`config.mk`:
```
export PLATFORM = sky130hd
export DESIGN_NAME = char_state_handler_flat
export DESIGN_NICKNAME = d
export VERILOG_FILES = /design/src/rtl/char_state_pkg.sv /design/src/rtl/char_state_handler_if.sv /design/src/rtl/rise_detect.sv /design/src/rtl/char_state_handler.sv /design/src/flat_wrapper.sv
export SDC_FILE = /design/constraint.sdc
export NUM_CORES = 1
export LEC_CHECK = 0
export CORE_MARGIN = 3
export CORE_UTILIZATION = 42
export CTS_CLUSTER_SIZE = 28
export DETAILED_ROUTE_END_ITERATION = 8
export DONT_BUFFER_PORTS = 1
export GPL_TIMING_DRIVEN = 0
export PLACE_DENSITY = 0.57
export SLEW_MARGIN = 20
export SYNTH_ARGS = -nofsm -noshare
export SYNTH_HDL_FRONTEND = slang
export SYNTH_SLANG_ARGS = --single-unit
```
`constraint.sdc`:
```
create_clock -name clk -period 3.1 [get_ports clk]
set_input_delay 0.31 -clock clk [delete_from_list [all_inputs] [get_ports clk]]
set_output_delay 0.31 -clock clk [all_outputs]
set_load 0.01 [all_outputs]
```
`src/rtl/char_state_pkg.sv`:
```
// char_state_pkg
// Shared definitions for the character action FSM and the position handler:
// state encodings, state/phase widths and small decode helpers.
package char_state_pkg;

   localparam int STATE_W = 4;
   localparam int PHASE_W = 5;

   localparam logic [STATE_W-1:0] S_IDLE                = 4'b0000;
   localparam logic [STATE_W-1:0] S_LEFT                = 4'b0001;
   localparam logic [STATE_W-1:0] S_RIGHT               = 4'b0010;
   localparam logic [STATE_W-1:0] S_ATTACK_START        = 4'b0011;
   localparam logic [STATE_W-1:0] S_ATTACK_ACTIVE       = 4'b0100;
   localparam logic [STATE_W-1:0] S_ATTACK_RECOVERY     = 4'b0101;
   localparam logic [STATE_W-1:0] S_ATTACK_DIR_START    = 4'b0110;
   localparam logic [STATE_W-1:0] S_ATTACK_DIR_ACTIVE   = 4'b0111;
   localparam logic [STATE_W-1:0] S_ATTACK_DIR_RECOVERY = 4'b1000;

   // Any of the six attack codes (0011..1000).
   function automatic logic is_attack(input logic [STATE_W-1:0] s);
      return (s >= S_ATTACK_START) && (s <= S_ATTACK_DIR_RECOVERY);
   endfunction

   // Hit frames of either attack flavour.
   function automatic logic is_active(input logic [STATE_W-1:0] s);
      return (s == S_ATTACK_ACTIVE) || (s == S_ATTACK_DIR_ACTIVE);
   endfunction

endpackage

```
`src/rtl/char_state_handler_if.sv`:
```
// char_state_handler_if
// Per-player bundle between the button front end and the character FSM.
//   btn_left/btn_right/btn_attack : synchronised, debounced buttons
//   state/phase_cnt/attack_active/busy : registered FSM outputs
// master = button source / consumer side, slave = the FSM.
interface char_state_handler_if;
   import char_state_pkg::*;

   logic               btn_left;
   logic               btn_right;
   logic               btn_attack;
   logic [STATE_W-1:0] state;
   logic [PHASE_W-1:0] phase_cnt;
   logic               attack_active;
   logic               busy;

   modport master (
      output btn_left, btn_right, btn_attack,
      input  state, phase_cnt, attack_active, busy
   );

   modport slave (
      input  btn_left, btn_right, btn_attack,
      output state, phase_cnt, attack_active, busy
   );

endinterface

```
`src/rtl/rise_detect.sv`:
```
// rise_detect
// Rising-edge detector for a synchronous level input.
//   clk, rst : clock and synchronous active-high reset
//   d        : level input
//   rise     : d is high now and was low on the previous cycle
// RESET_VAL sets the remembered previous value after reset; a value of 1
// suppresses a "rise" from an input that was already held through reset.
module rise_detect #(
   parameter logic RESET_VAL = 1'b1
) (
   input  logic clk,
   input  logic rst,
   input  logic d,
   output logic rise
);

   logic d_q_r;

   // Remember the previous sample of d.
   always_ff @(posedge clk) begin
      if (rst) begin
         d_q_r <= RESET_VAL;
      end else begin
         d_q_r <= d;
      end
   end

   assign rise = d & ~d_q_r;

endmodule

```
`src/rtl/char_state_handler.sv`:
```
// char_state_handler
// Per-player action FSM: turns buttons into the 4-bit character state used by
// the position handler and sprite/hitbox logic. One clk cycle = one frame.
//   clk, rst : frame clock, synchronous active-high reset
//   bus      : slave side of char_state_handler_if (buttons in, state,
//              phase_cnt, attack_active, busy out; all outputs registered)
module char_state_handler
   import char_state_pkg::*;
#(
   parameter int ATK_START_FRAMES    = 5,
   parameter int ATK_ACTIVE_FRAMES   = 2,
   parameter int ATK_RECOVERY_FRAMES = 16,
   parameter int DIR_START_FRAMES    = 4,
   parameter int DIR_ACTIVE_FRAMES   = 3,
   parameter int DIR_RECOVERY_FRAMES = 15
) (
   input  logic               clk,
   input  logic               rst,
   char_state_handler_if.slave bus
);

   localparam logic [PHASE_W-1:0] ATK_START_LAST    = PHASE_W'(ATK_START_FRAMES - 1);
   localparam logic [PHASE_W-1:0] ATK_ACTIVE_LAST   = PHASE_W'(ATK_ACTIVE_FRAMES - 1);
   localparam logic [PHASE_W-1:0] ATK_RECOVERY_LAST = PHASE_W'(ATK_RECOVERY_FRAMES - 1);
   localparam logic [PHASE_W-1:0] DIR_START_LAST    = PHASE_W'(DIR_START_FRAMES - 1);
   localparam logic [PHASE_W-1:0] DIR_ACTIVE_LAST   = PHASE_W'(DIR_ACTIVE_FRAMES - 1);
   localparam logic [PHASE_W-1:0] DIR_RECOVERY_LAST = PHASE_W'(DIR_RECOVERY_FRAMES - 1);

   logic [STATE_W-1:0] state_r;
   logic [PHASE_W-1:0] phase_r;
   logic               attack_active_r;
   logic               busy_r;

   logic [STATE_W-1:0] state_nxt_s;
   logic [PHASE_W-1:0] phase_nxt_s;
   logic               attack_active_nxt_s;
   logic               busy_nxt_s;
   logic [STATE_W-1:0] move_s;
   logic               atk_rise_s;
   logic               one_dir_s;

   // Previous-attack flag resets high so a press held through reset never fires.
   rise_detect #(.RESET_VAL(1'b1)) u_atk_rise (
      .clk  (clk),
      .rst  (rst),
      .d    (bus.btn_attack),
      .rise (atk_rise_s)
   );

   assign one_dir_s = bus.btn_left ^ bus.btn_right;

   // Movement decode: exactly one direction moves, both or neither stands.
   always_comb begin
      move_s = S_IDLE;
      if (bus.btn_left && !bus.btn_right) begin
         move_s = S_LEFT;
      end else if (bus.btn_right && !bus.btn_left) begin
         move_s = S_RIGHT;
      end else begin
         move_s = S_IDLE;
      end
   end

   // Next state and phase counter; attack states ignore all buttons.
   always_comb begin
      state_nxt_s = S_IDLE;
      phase_nxt_s = '0;
      case (state_r)
         S_IDLE, S_LEFT, S_RIGHT: begin
            if (atk_rise_s) begin
               state_nxt_s = one_dir_s ? S_ATTACK_DIR_START : S_ATTACK_START;
            end else begin
               state_nxt_s = move_s;
            end
         end
         S_ATTACK_START: begin
            if (phase_r == ATK_START_LAST) begin
               state_nxt_s = S_ATTACK_ACTIVE;
            end else begin
               state_nxt_s = state_r;
               phase_nxt_s = phase_r + 5'd1;
            end
         end
         S_ATTACK_ACTIVE: begin
            if (phase_r == ATK_ACTIVE_LAST) begin
               state_nxt_s = S_ATTACK_RECOVERY;
            end else begin
               state_nxt_s = state_r;
               phase_nxt_s = phase_r + 5'd1;
            end
         end
         S_ATTACK_RECOVERY: begin
            if (phase_r == ATK_RECOVERY_LAST) begin
               state_nxt_s = move_s;
            end else begin
               state_nxt_s = state_r;
               phase_nxt_s = phase_r + 5'd1;
            end
         end
         S_ATTACK_DIR_START: begin
            if (phase_r == DIR_START_LAST) begin
               state_nxt_s = S_ATTACK_DIR_ACTIVE;
            end else begin
               state_nxt_s = state_r;
               phase_nxt_s = phase_r + 5'd1;
            end
         end
         S_ATTACK_DIR_ACTIVE: begin
            if (phase_r == DIR_ACTIVE_LAST) begin
               state_nxt_s = S_ATTACK_DIR_RECOVERY;
            end else begin
               state_nxt_s = state_r;
               phase_nxt_s = phase_r + 5'd1;
            end
         end
         S_ATTACK_DIR_RECOVERY: begin
            if (phase_r == DIR_RECOVERY_LAST) begin
               state_nxt_s = move_s;
            end else begin
               state_nxt_s = state_r;
               phase_nxt_s = phase_r + 5'd1;
            end
         end
         default: begin
            // Illegal codes fall back to standing still.
            state_nxt_s = S_IDLE;
            phase_nxt_s = '0;
         end
      endcase
   end

   // Status flags for the upcoming state, registered alongside it.
   always_comb begin
      busy_nxt_s          = is_attack(state_nxt_s);
      attack_active_nxt_s = is_active(state_nxt_s);
   end

   // State, phase counter and status flag registers.
   always_ff @(posedge clk) begin
      if (rst) begin
         state_r         <= S_IDLE;
         phase_r         <= '0;
         attack_active_r <= 1'b0;
         busy_r          <= 1'b0;
      end else begin
         state_r         <= state_nxt_s;
         phase_r         <= phase_nxt_s;
         attack_active_r <= attack_active_nxt_s;
         busy_r          <= busy_nxt_s;
      end
   end

   assign bus.state         = state_r;
   assign bus.phase_cnt     = phase_r;
   assign bus.attack_active = attack_active_r;
   assign bus.busy          = busy_r;

endmodule

```
`src/flat_wrapper.sv`:
```
// flat-port wrapper written by rule: the top's interface ports become plain ports
module char_state_handler_flat import char_state_pkg::*;
#(
   parameter int ATK_START_FRAMES    = 5,
   parameter int ATK_ACTIVE_FRAMES   = 2,
   parameter int ATK_RECOVERY_FRAMES = 16,
   parameter int DIR_START_FRAMES    = 4,
   parameter int DIR_ACTIVE_FRAMES   = 3,
   parameter int DIR_RECOVERY_FRAMES = 15
)
  (clk, rst, bus_btn_left, bus_btn_right, bus_btn_attack, bus_state, bus_phase_cnt, bus_attack_active, bus_busy);
  char_state_handler_if bus_i ();
  input  logic clk;
  input  logic rst;
  input wire logic [$bits(bus_i.btn_left)-1:0] bus_btn_left;
  input wire logic [$bits(bus_i.btn_right)-1:0] bus_btn_right;
  input wire logic [$bits(bus_i.btn_attack)-1:0] bus_btn_attack;
  output wire logic [$bits(bus_i.state)-1:0] bus_state;
  output wire logic [$bits(bus_i.phase_cnt)-1:0] bus_phase_cnt;
  output wire logic [$bits(bus_i.attack_active)-1:0] bus_attack_active;
  output wire logic [$bits(bus_i.busy)-1:0] bus_busy;
  assign bus_i.btn_left = bus_btn_left;
  assign bus_i.btn_right = bus_btn_right;
  assign bus_i.btn_attack = bus_btn_attack;
  assign bus_state = bus_i.state;
  assign bus_phase_cnt = bus_i.phase_cnt;
  assign bus_attack_active = bus_i.attack_active;
  assign bus_busy = bus_i.busy;
  char_state_handler #(.ATK_START_FRAMES(ATK_START_FRAMES), .ATK_ACTIVE_FRAMES(ATK_ACTIVE_FRAMES), .ATK_RECOVERY_FRAMES(ATK_RECOVERY_FRAMES), .DIR_START_FRAMES(DIR_START_FRAMES), .DIR_ACTIVE_FRAMES(DIR_ACTIVE_FRAMES), .DIR_RECOVERY_FRAMES(DIR_RECOVERY_FRAMES)) u_core (.clk(clk), .rst(rst), .bus(bus_i));
endmodule
```
==> results of run 1 <==
## area by class of cell
cell class	instances	area (sq um)	area share
multi-input combinational	71	512	0.589
sequential	12	240	0.277
inverter	10	37.5	0.0432
clock buffer	4	36.3	0.0418
tap	25	31.3	0.0360
buffer	1	11.3	0.0130
## cell usage in the layout (no fill, tap or decap), types with 2 or more instances in the layout
master / n
sky130_fd_sc_hd__nand2_1: 7
sky130_fd_sc_hd__a31oi_1: 2
sky130_fd_sc_hd__ha_1: 9
sky130_fd_sc_hd__nor3_1: 2
sky130_fd_sc_hd__mux2i_1: 2
sky130_fd_sc_hd__dfxtp_1: 12
sky130_fd_sc_hd__nand3_1: 2
sky130_fd_sc_hd__inv_1: 10
sky130_fd_sc_hd__nor2_1: 11
sky130_fd_sc_hd__a21oi_1: 3
sky130_fd_sc_hd__nor3b_1: 2
sky130_fd_sc_hd__nor4_1: 4
sky130_fd_sc_hd__nand3b_1: 2
sky130_fd_sc_hd__and3_1: 2
sky130_fd_sc_hd__clkbuf_4: 3
## path summary, 6_finish.rpt
kind,start,cells past startpoint,slack (ns),to
max,u_core.bus.phase_cnt[0]$_SDFF_PP0_,8,0.71,u_core.bus.busy$_SDFF_PP0_
min,rst,1,0.10,u_core.bus.state[1]$_SDFF_PP0_
max reg2reg,u_core.bus.phase_cnt[0]$_SDFF_PP0_,8,0.71,u_core.bus.busy$_SDFF_PP0_
min reg2reg,u_core.bus.phase_cnt[0]$_SDFF_PP0_,1,0.55,u_core.bus.phase_cnt[0]$_SDFF_PP0_
## where the power goes
part | internal, uW | switching [uW] | leakage, uW
clock | 71.4 | 50.2 | 0.0000210
combinational | 14.6 | 16.0 | 0.000219
sequential | 159 | 6.88 | 0.0000975
total | 245 | 73.1 | 0.000337
## cell families after synthesis
logic type | share of synthesized area
mux | 0.0250
compound gates | 0.158
xor+xnor | 0.0219
fa+ha+maj | 0.141
flops | 0.300
buf+inv | 0.0609
simple gates | 0.294
## through the flow
stage	hold WS [ns]	worst slack (ns)	util	instances	power, uW
CTS	0.0983	0.723	0.492	123	321
floorplan	0.379	1.05	-	94	193
detailed placement	0.384	0.748	0.472	119	199
global route	0.0844	0.527	0.492	123	338
finish	0.103	0.709	0.492	123	318
global placement	0.384	0.752	0.472	119	200
## registers in the layout (all words and copies together), names as in the netlist
signal and count:
u_core.bus.attack_active 1, u_core.bus.phase_cnt 5, u_core.bus.state 4, u_core.bus.busy 1, u_core.u_atk_rise.d_q_r 1
## metal layers
metal	track usage	share of wire
met3	0.0453	0.079
met4	0.0783	0.024
met2	0.200	0.44
met5	0	0
met1	0.182	0.46
==> results.txt, run 1 <==
----------------------------------------------------
[Synth]
  FF+latch count, synth ... 12
  Dominant cells by area after synthesis ... sky130_fd_sc_hd__dfxtp_1 30%, sky130_fd_sc_hd__ha_1 14%, sky130_fd_sc_hd__nor2_1 5.2%, sky130_fd_sc_hd__inv_1 4.7%, sky130_fd_sc_hd__nand2_1 3.3%
  Main flop type after synthesis ... sky130_fd_sc_hd__dfxtp_1
  Average cell area after synthesis ... 8.52 sq um
  Portion of synthesized cell area occupied by the leading cell type ... 0.300
  Part of the Yosys area used for sequential elements ... 0.300
  Biggest area consumer among synthesized cells ... sky130_fd_sc_hd__dfxtp_1
  Library cell with the highest instance count after synthesis ... sky130_fd_sc_hd__dfxtp_1
  Number of enable flip-flop cells after synthesis ... 0
  Number of different library cells in the post-synthesis netlist ... 38
  Fraction of synthesis flops using an asynchronous set or reset pin ... 0
  Area of the mapped netlist ... 801 sq um
  Syn Nets ... 108
  Most used standard cells in the synthesized netlist ... 12 x sky130_fd_sc_hd__dfxtp_1, 11 x sky130_fd_sc_hd__nor2_1, 10 x sky130_fd_sc_hd__inv_1
  Cell count after synthesis ... 94
  Synthesis Warnings ... 0

[Setup path]
  Crit-path max cell delay ... 0.49 ns
  Crit path arrival time ... 2.54 ns
  Critical Path RT ... 3.25 ns
  Worst path most repeated cell ... sky130_fd_sc_hd__ha_1
  Largest driver fanout on the critical path ... 6
  Bufs and invs on worst path ... 0
  Kind of critical path ... register to register
  CP Capture Type ... register
  Critical path, cell by cell ... ha_1, and3_1, ha_1, or2b_1, a32o_1, a211oi_1, or2_1, a31oi_1
  Startpoint types ... register
  CP max stage cell ... sky130_fd_sc_hd__dfxtp_1
  Top Family by Delay on Critical Path ... compound AO/OA/AOI/OAI gates

[Clock tree]
  Clock transition time at the flip-flop clock pins of the worst setup and hold paths ... 0.07 ns
  CTS root buffer ... sky130_fd_sc_hd__clkbuf_4
  TritonCTS clock tree ... built
  Maximum level of the CTS H-tree ... 1
  Num Clock Sinks ... 12
  Clk Latency, worst-skew pair ... 0.27 ns
  Post-cts gate resize count ... 0
  Number of buffers created by CTS ... 3
  Post-CTS Hold Buffers ... 0
  Post-CTS setup repair buffer count ... 0
  Longest Clk Path Bufs ... 2

[STA]
  Unrepaired setup endpoints after global routing ... false
  Final Hold Vio Count ... 0
  Slew HR ... 0.591
  Achievable frequency ... 0.418 GHz
  Final sum of negative setup slack ... 0 ns
  Final setup violation count ... 0
  Final min period ... 2.39 ns
  Fraction of the cycle the final worst path needs ... 0.771
  Max-slew violations ... 0
  Final setup skew ... 0.00433 ns
  Slew at the pin closest to its max-slew limit ... 0.605 ns

[Pwr]
  Worst VDD drop ... 0.232 mV
  Power Density ... 366 nW/um^2
  Pleak ... 0.000337 uW

[Routing]
  Drt pass-1 iters ... 4
  Number of remaining DRC errors ... 0
  Via-per-instance ratio ... 5.54
  Count of routing violations after the opening detailed-route iteration ... 19
  Total length of routed wires ... 1560 um
  Post-detailed-route wirelength per cell ... 12.7 um
  Overall via count from detail_route ... 682
  Antenna Violating Nets Remaining ... 0

[Die]
  Row Count ... 15
  Die Footprint ... 2470 sq um
  Vertical die dimension ... 49.7 um
  Core outline area ... 1760 sq um
  Initial Utilization ... 0.454
  Die Wd ... 49.7 um
  Number of I/O pins ... 16

[Final layout]
  Final design area excluding fillers ... 868 sq um
  Syn-to-layout area delta ... 8.44%
  ANT cells ... 0
  Net count reported at finish ... 113
  Fraction of layout cells with a size suffix above 1 ... 0.112
  Filler instances ... 181

[Global route]
  Remaining global-route overflow ... 0
  Number of antenna violations at the first check in global routing ... 0
  Overall global routing resource usage ... 0.140
  Global-route wire length before repair ... 2670 um
  Largest net degree at the start of global routing ... 10
  Number of global-route vias before repair ... 624

[Hold path]
  Worst hold path class ... primary input to register

[Placed design]
  Instance area at placement ... 832 sq um
  Number of buffers inserted by port buffering ... 0
  HPWL reported at the end of detailed placement ... 1230 um
  Gp weighted congestion ... 0.870

[Outcome]
  Result of the run ... finished clean

[Flow run]
  Number of max-capacitance violations reported ... 0

----------------------------------------------------
Power figures use the tool's default switching activity.
==> run 2: changes to the inputs <==
- PLACE_DENSITY: 0.57 -> 0.6
- clock period: 3.1 -> 2.04 ns (I/O delays scaled with it)
==> run 2 against run 1 <==
Effect of this change:
- core utilization is 5.2 points higher
- sequential power up 51%
- die area stayed put
- global-route usage increased by 2.2 points
- non-clock buffer count up 2
- design area up 11%
- via count increased by 3.4%
- count of clock-buffer cells in the layout stayed put
- sequential share of layout area decreased by 1.6 points
- clock skew fell by 0.00081 ns
- power is 54% higher
- critical path type unchanged
==> results.txt, run 2 (synthesis results as in run 1) <==
----------------------------------------------------
[Outcome]
  Result of the run ... finished clean

[Final layout]
  Max FFs per register ... 5 (unchanged)
  ANT cells ... 0 (unchanged)
  Commonest non-fill, non-tap cell in the layout ... sky130_fd_sc_hd__nor2_1
  Net count reported at finish ... 115 (+1.8%)
  Filler instances ... 196 (+8.3%)
  Fraction of layout cells with a size suffix above 1 ... 0.240 (+0.128)
  Non-filler instance count after layout ... 125 (+1.6%)
  Final design area excluding fillers ... 960 sq um (+11%)
  Highest-count cells in the layout ignoring fill and taps ... 11 x sky130_fd_sc_hd__nor2_1, 10 x sky130_fd_sc_hd__inv_1, 8 x sky130_fd_sc_hd__dfxtp_1
  Syn-to-layout area delta ... 19.8%

[Global route]
  Number of global-route vias before repair ... 652 (+4.5%)
  Overall global routing resource usage ... 0.162 (+0.0221)
  Number of antenna violations at the first check in global routing ... 0 (unchanged)
  Remaining global-route overflow ... 0 (unchanged)
  Largest net degree at the start of global routing ... 10 (unchanged)
  Global-route wire length before repair ... 3110 um (+17%)

[Clock tree]
  Number of buffers created by CTS ... 3 (unchanged)
  CTS root buffer ... sky130_fd_sc_hd__clkbuf_4
  TritonCTS clock tree ... built
  Longest Clk Path Bufs ... 2 (unchanged)
  Clock transition time at the flip-flop clock pins of the worst setup and hold paths ... 0.08 ns (about the same)
  Clk Latency, worst-skew pair ... 0.26 ns (about the same)
  Num Clock Sinks ... 12 (unchanged)
  Maximum level of the CTS H-tree ... 1 (unchanged)

[Die]
  Row Count ... 15 (unchanged)
  Initial Utilization ... 0.454 (unchanged)
  Core outline area ... 1760 sq um (unchanged)
  Vertical die dimension ... 49.7 um (unchanged)
  Die Wd ... 49.7 um (unchanged)
  Die Footprint ... 2470 sq um (unchanged)
  Number of I/O pins ... 16 (unchanged)

[Placed design]
  Instance area at placement ... 833 sq um (+0.15%)
  Gp weighted congestion ... 0.919 (+5.6%)
  Cell count after placement ... 119 (unchanged)
  Worst slack at placement ... -0.294 ns (-1.04 ns)
  Number of buffers inserted by port buffering ... 0 (unchanged)
  HPWL reported at the end of detailed placement ... 1280 um (+3.5%)

[Routing]
  Overall via count from detail_route ... 705 (+3.4%)
  Count of routing violations after the opening detailed-route iteration ... 14 (-5)
  Number of remaining DRC errors ... 0 (unchanged)
  Post-detailed-route wirelength per cell ... 14.6 um (+15%)
  Via-per-instance ratio ... 5.64 (+1.7%)
  Total length of routed wires ... 1830 um (+17%)
  Drt pass-1 iters ... 4 (unchanged)
  Antenna Violating Nets Remaining ... 0 (unchanged)

[Pwr]
  Clock Power Share ... 0.375 (-0.008)
  Int Pwr ... 374 uW (+53%)
  Worst VDD drop ... 0.402 mV (+73%)
  Sequential power share ... 0.508 (-0.013)
  Combinational share of power ... 0.117 (+0.021)
  Power Density ... 511 nW/um^2 (+40%)
  Pleak ... 0.000350 uW (+3.9%)
  Switching part of the total power ... 0.238 (+0.00779)
  Switching power ... 117 uW (+60%)

[STA]
  Slew HR ... 0.623 (+0.0320)
  Unrepaired setup endpoints after global routing ... true
  Worst-case hold slack ... 0.0136 ns (-0.0893 ns)
  Final Hold Vio Count ... 0 (unchanged)
  Final sum of negative setup slack ... 0 ns (unchanged)
  Final worst slack ... 0.0569 ns (-0.652 ns)
  Max-slew violations ... 0 (unchanged)
  Slew at the pin closest to its max-slew limit ... 0.557 ns (-0.0474 ns)
  Final min period ... 1.98 ns (-0.408 ns)
  Final setup skew ... 0.00352 ns (-0.000811 ns)
  Final setup violation count ... 0 (unchanged)
  Fraction of the cycle the final worst path needs ... 0.972 (+0.201)
  Achievable frequency ... 0.504 GHz (+21%)

[Setup path]
  CP Capture Type ... register
  Kind of critical path ... register to register
  Critical Path RT ... 2.19 ns (-1.06 ns)
  Startpoint types ... register
  Crit path arrival time ... 2.13 ns (-0.41 ns)
  Largest driver fanout on the critical path ... 6 (unchanged)

[Flow run]
  Number of max-capacitance violations reported ... 0 (unchanged)

[Hold path]
  Worst hold path class ... primary input to register

----------------------------------------------------
==> run 2: what timing repair did <==
action	CTS	global route
gates resized for setup	8	9
setup buffers	0	1
hold endpoints to repair	4	0
pin swaps	2	5
hold buffers	1	0
endpoints found under the setup margin	7	6
==> run 2: area by class of cell <==
type / count / area [sq um] / area share
repair buffers: 2 / 17.5 / 0.0183
well taps: 25 / 31.3 / 0.0326
multi-input cells: 71 / 576 / 0.600
clock buffers: 4 / 36.3 / 0.0378
flip-flops and latches: 12 / 250 / 0.261
inverters: 10 / 37.5 / 0.0391
plain buffers: 1 / 11.3 / 0.0117
==> run 2: critical path, stage by stage (launching register included) <==
cell and delay [ns]:
sky130_fd_sc_hd__dfxtp_4 0.40, sky130_fd_sc_hd__inv_1 0.08, sky130_fd_sc_hd__ha_1 0.22, sky130_fd_sc_hd__and4b_2 0.25, sky130_fd_sc_hd__a22oi_2 0.15, sky130_fd_sc_hd__o22ai_2 0.10
sky130_fd_sc_hd__a2111oi_4 0.42, sky130_fd_sc_hd__or2_1 0.18, sky130_fd_sc_hd__a31oi_1 0.07
==> run 2: per-stage QoR <==
| step | power (uW) | utilization |
|---|---|---|
| floorplan | 294 | - |
| global placement | 304 | 0.472 |
| detailed placement | 304 | 0.472 |
| CTS | 494 | 0.516 |
| global route | 520 | 0.544 |
| finish | 491 | 0.544 |
==> run 2: worst paths after layout <==
check	start	endpoint	slack (ns)	cells past startpoint
max reg2reg	u_core.bus.phase_cnt[0]$_SDFF_PP0_	u_core.bus.busy$_SDFF_PP0_	0.06	8
min reg2reg	u_core.bus.phase_cnt[0]$_SDFF_PP0_	u_core.bus.phase_cnt[0]$_SDFF_PP0_	0.49	1
min	rst	u_core.bus.state[2]$_SDFF_PP0_	0.01	1
max	u_core.bus.phase_cnt[0]$_SDFF_PP0_	u_core.bus.busy$_SDFF_PP0_	0.06	8
==> run 2: layer usage <==
metal,wire length (um),vias up,GRT usage
met5,0,-,0
met4,14,0,0.0553
met3,77,2,0.0393
met2,885,16,0.249
met1,850,338,0.219
li1,-,349,-
==> run 2: power by group through the flow <==
| stage | Clock, uW | Combinational, uW | Sequential [uW] |
|---|---|---|---|
| 2_1_floorplan | 0 | 39.0 | 255 |
| 3_3_place_gp | 0 | 46.5 | 257 |
| 3_5_place_dp | 0 | 47.0 | 257 |
| 4_1_cts | 191 | 54.2 | 249 |
| 5_1_grt | 206 | 64.5 | 250 |
| 6_report | 184 | 57.4 | 249 |
==> run 3: changes to the inputs <==
--- a/config.mk
+++ b/config.mk
@@ -6,4 +6,5 @@
 export NUM_CORES = 1
 export LEC_CHECK = 0
+export CAP_MARGIN = 5
 export CORE_MARGIN = 3
 export CORE_UTILIZATION = 42
==> constraint.sdc (replaced) <==
create_clock -name clk -period 2.04 [get_ports clk]
set_input_delay 0.408 -clock clk [delete_from_list [all_inputs] [get_ports clk]]
set_output_delay 0.408 -clock clk [all_outputs]
set_load 0.01 [all_outputs]
==> run 3 against run 2 <==
Effect of this change:
- first-iteration DRC count did not move
- global-route usage fell by 0.32 points
- critical path depth did not move
- non-clock buffer count fell by 1
- fmax fell by 0.22%
- sequential cell count did not move
- via count fell by 0.71%
- clock skew fell by 0.0015 ns
- worst hold slack improved by 0.19 ns
- final cell count fell by 0.80%
- combinational power fell by 4.4%
- design area fell by 1.0%
- critical path type unchanged
- critical endpoint unchanged
- largest power group unchanged
==> results.txt, run 3 (synthesis results as in run 1) <==
----------------------------------------------------
[Pwr]
  Clock Power Share ... 0.376 (about the same)
  Switching part of the total power ... 0.235 (-0.00261)
  Pleak ... 0.000346 uW (-1.2%)
  Power Density ... 513 nW/um^2 (+0.36%)
  Worst VDD drop ... 0.402 mV (about the same)
  Switching power ... 115 uW (-1.8%)
  Combinational share of power ... 0.113 (-0.004)
  Int Pwr ... 373 uW (-0.35%)
  Sequential power share ... 0.511 (+0.003)

[Clock tree]
  CTS root buffer ... sky130_fd_sc_hd__clkbuf_4
  TritonCTS clock tree ... built
  Num Clock Sinks ... 12 (unchanged)
  Clock transition time at the flip-flop clock pins of the worst setup and hold paths ... 0.07 ns (about the same)
  Clk Latency, worst-skew pair ... 0.26 ns (about the same)
  Number of buffers created by CTS ... 3 (unchanged)
  Longest Clk Path Bufs ... 2 (unchanged)
  Maximum level of the CTS H-tree ... 1 (unchanged)
  Post-CTS Hold Buffers ... 0 (-1)

[Routing]
  Count of routing violations after the opening detailed-route iteration ... 14 (unchanged)
  Antenna Violating Nets Remaining ... 0 (unchanged)
  Total length of routed wires ... 1810 um (-1.2%)
  Number of remaining DRC errors ... 0 (unchanged)
  Post-detailed-route wirelength per cell ... 14.6 um (-0.41%)
  Drt pass-1 iters ... 4 (unchanged)
  Via-per-instance ratio ... 5.65 (about the same)
  Overall via count from detail_route ... 700 (-0.71%)

[Die]
  Vertical die dimension ... 49.7 um (unchanged)
  Row Count ... 15 (unchanged)
  Initial Utilization ... 0.454 (unchanged)
  Core outline area ... 1760 sq um (unchanged)
  Die Footprint ... 2470 sq um (unchanged)
  Number of I/O pins ... 16 (unchanged)
  Die Wd ... 49.7 um (unchanged)

[Placed design]
  Number of buffers inserted by port buffering ... 0 (unchanged)
  Instance area at placement ... 833 sq um (unchanged)
  HPWL reported at the end of detailed placement ... 1280 um (unchanged)
  Cell count after placement ... 119 (unchanged)
  Gp weighted congestion ... 0.919 (unchanged)

[Global route]
  Number of global-route vias before repair ... 644 (-1.2%)
  Global-route wire length before repair ... 3050 um (-2.0%)
  Number of antenna violations at the first check in global routing ... 0 (unchanged)
  Overall global routing resource usage ... 0.159 (-0.00315)
  Largest net degree at the start of global routing ... 10 (unchanged)
  Remaining global-route overflow ... 0 (unchanged)

[Setup path]
  CP Capture Type ... register
  Critical Path RT ... 2.19 ns (about the same)
  Crit path arrival time ... 2.14 ns (about the same)
  Reg-to-reg setup timing slack ... 0.05 ns (about the same)
  CP max stage cell ... sky130_fd_sc_hd__a2111oi_4
  Largest driver fanout on the critical path ... 6 (unchanged)
  Critical register-to-register path startpoint ... u_core.bus.phase_cnt[0]$_SDFF_PP0_
  Crit Reg-Reg Endpoint ... u_core.bus.busy$_SDFF_PP0_
  Startpoint types ... register
  Number of cell instances on the worst register-to-register path ... 8 (unchanged)
  Crit-path max cell delay ... 0.41 ns (about the same)
  Kind of critical path ... register to register
  Critical path, cell by cell ... inv_1, ha_1, and4b_2, a22oi_2, o22ai_2, a2111oi_4, or2_1, a31oi_1

[STA]
  Achievable frequency ... 0.503 GHz (-0.22%)
  Unrepaired setup endpoints after global routing ... true
  Final Hold Vio Count ... 0 (unchanged)
  Slew HR ... 0.624 (+0.00129)
  Slew at the pin closest to its max-slew limit ... 0.555 ns (-0.00191 ns)
  Max-slew violations ... 0 (unchanged)
  Worst-case hold slack ... 0.201 ns (+0.188 ns)
  Final setup skew ... 0.00205 ns (-0.00146 ns)
  Final sum of negative setup slack ... 0 ns (unchanged)
  Final min period ... 1.99 ns (+0.00431 ns)
  Final setup violation count ... 0 (unchanged)
  Fraction of the cycle the final worst path needs ... 0.974 (+0.00211)

[Hold path]
  Startpoint of the lowest-slack hold path ... rst
  Hold-critical path endpoint ... u_core.bus.busy$_SDFF_PP0_
  Hold path depth ... 1 (unchanged)
  Worst hold path class ... primary input to register

[Final layout]
  Final design area excluding fillers ... 950 sq um (-1.0%)
  Fraction of layout cells with a size suffix above 1 ... 0.242 (+0.00242)
  Core utilization of the finished layout ... 0.538 (-0.00567)
  Highest-count cells in the layout ignoring fill and taps ... 11 x sky130_fd_sc_hd__nor2_1, 10 x sky130_fd_sc_hd__inv_1, 8 x sky130_fd_sc_hd__dfxtp_1
  Syn-to-layout area delta ... 18.6%
  Non-filler instance count after layout ... 124 (-0.80%)
  Commonest non-fill, non-tap cell in the layout ... sky130_fd_sc_hd__nor2_1
  Max FFs per register ... 5 (unchanged)
  Net count reported at finish ... 114 (-0.87%)
  ANT cells ... 0 (unchanged)

[Flow run]
  Number of max-capacitance violations reported ... 0 (unchanged)

[Outcome]
  Result of the run ... finished clean

----------------------------------------------------
[run 3: cell count changes in the layout (fill, tap and decap cells not counted), sizes merged]
cell and delta:
dlygate4sd3 -1
[run 3: worst max path at each step]
stage                                             startpoint  slack (ns)                             endpoint
after floorplan           u_core.bus.phase_cnt[1]$_SDFF_PP0_        0.01           u_core.bus.busy$_SDFF_PP0_
after global placement    u_core.bus.phase_cnt[1]$_SDFF_PP0_       -0.26           u_core.bus.busy$_SDFF_PP0_
after detailed placement  u_core.bus.phase_cnt[1]$_SDFF_PP0_       -0.29           u_core.bus.busy$_SDFF_PP0_
after CTS                 u_core.bus.phase_cnt[0]$_SDFF_PP0_        0.01           u_core.bus.busy$_SDFF_PP0_
after global routing      u_core.bus.phase_cnt[1]$_SDFF_PP0_       -0.03  u_core.bus.attack_active$_SDFF_PP0_
final                     u_core.bus.phase_cnt[0]$_SDFF_PP0_        0.05           u_core.bus.busy$_SDFF_PP0_
[run 3: area by class of cell]
cell class / instances / area (sq um)
repair buffers: 1 / 7.51
plain buffers: 1 / 11.3
fillers: 197 / 815
clock buffers: 4 / 36.3
well taps: 25 / 31.3
flip-flops and latches: 12 / 250
multi-input cells: 71 / 576
inverters: 10 / 37.5
[run 3: worst max-delay path: cells and delay by family (launching register included)]
kind / cells / cell delay [ns]
buffers and inverters: 1 / 0.08
and+or+nand+nor: 2 / 0.44
DFF: 1 / 0.40
adders and majority gates: 1 / 0.22
AOI/OAI and AO/OA: 4 / 0.73
[run 3: metrics by stage]
step           power (uW)  setup slack [ns]
2_1_floorplan         294            0.0136
3_3_place_gp          304            -0.259
3_5_place_dp          304            -0.294
4_1_cts               491           0.00989
5_1_grt               517           -0.0302
6_report              487            0.0526
[run 3: power by group through the flow]
stage | Sequential (uW) | Clock (uW) | Combinational, uW
2_1_floorplan | 255 | 0 | 39.0
3_3_place_gp | 257 | 0 | 46.5
3_5_place_dp | 257 | 0 | 47.0
4_1_cts | 249 | 191 | 51.8
5_1_grt | 250 | 206 | 61.8
6_report | 249 | 183 | 54.9
[run 3: timing repair]
action,CTS,global route
hold endpoints to repair,0,0
buffers inserted,0,1
pin swaps,2,5
setup endpoints to repair,7,6
resized for setup,8,9
cloned,0,0
[run 3: per-layer routing]
metal,vias to the layer above,part of all wire,global-route usage
met5,-,0,0
met4,0,0.0078,0.0553
met3,2,0.071,0.0393
met2,25,0.48,0.240
met1,326,0.44,0.217
li1,347,-,-
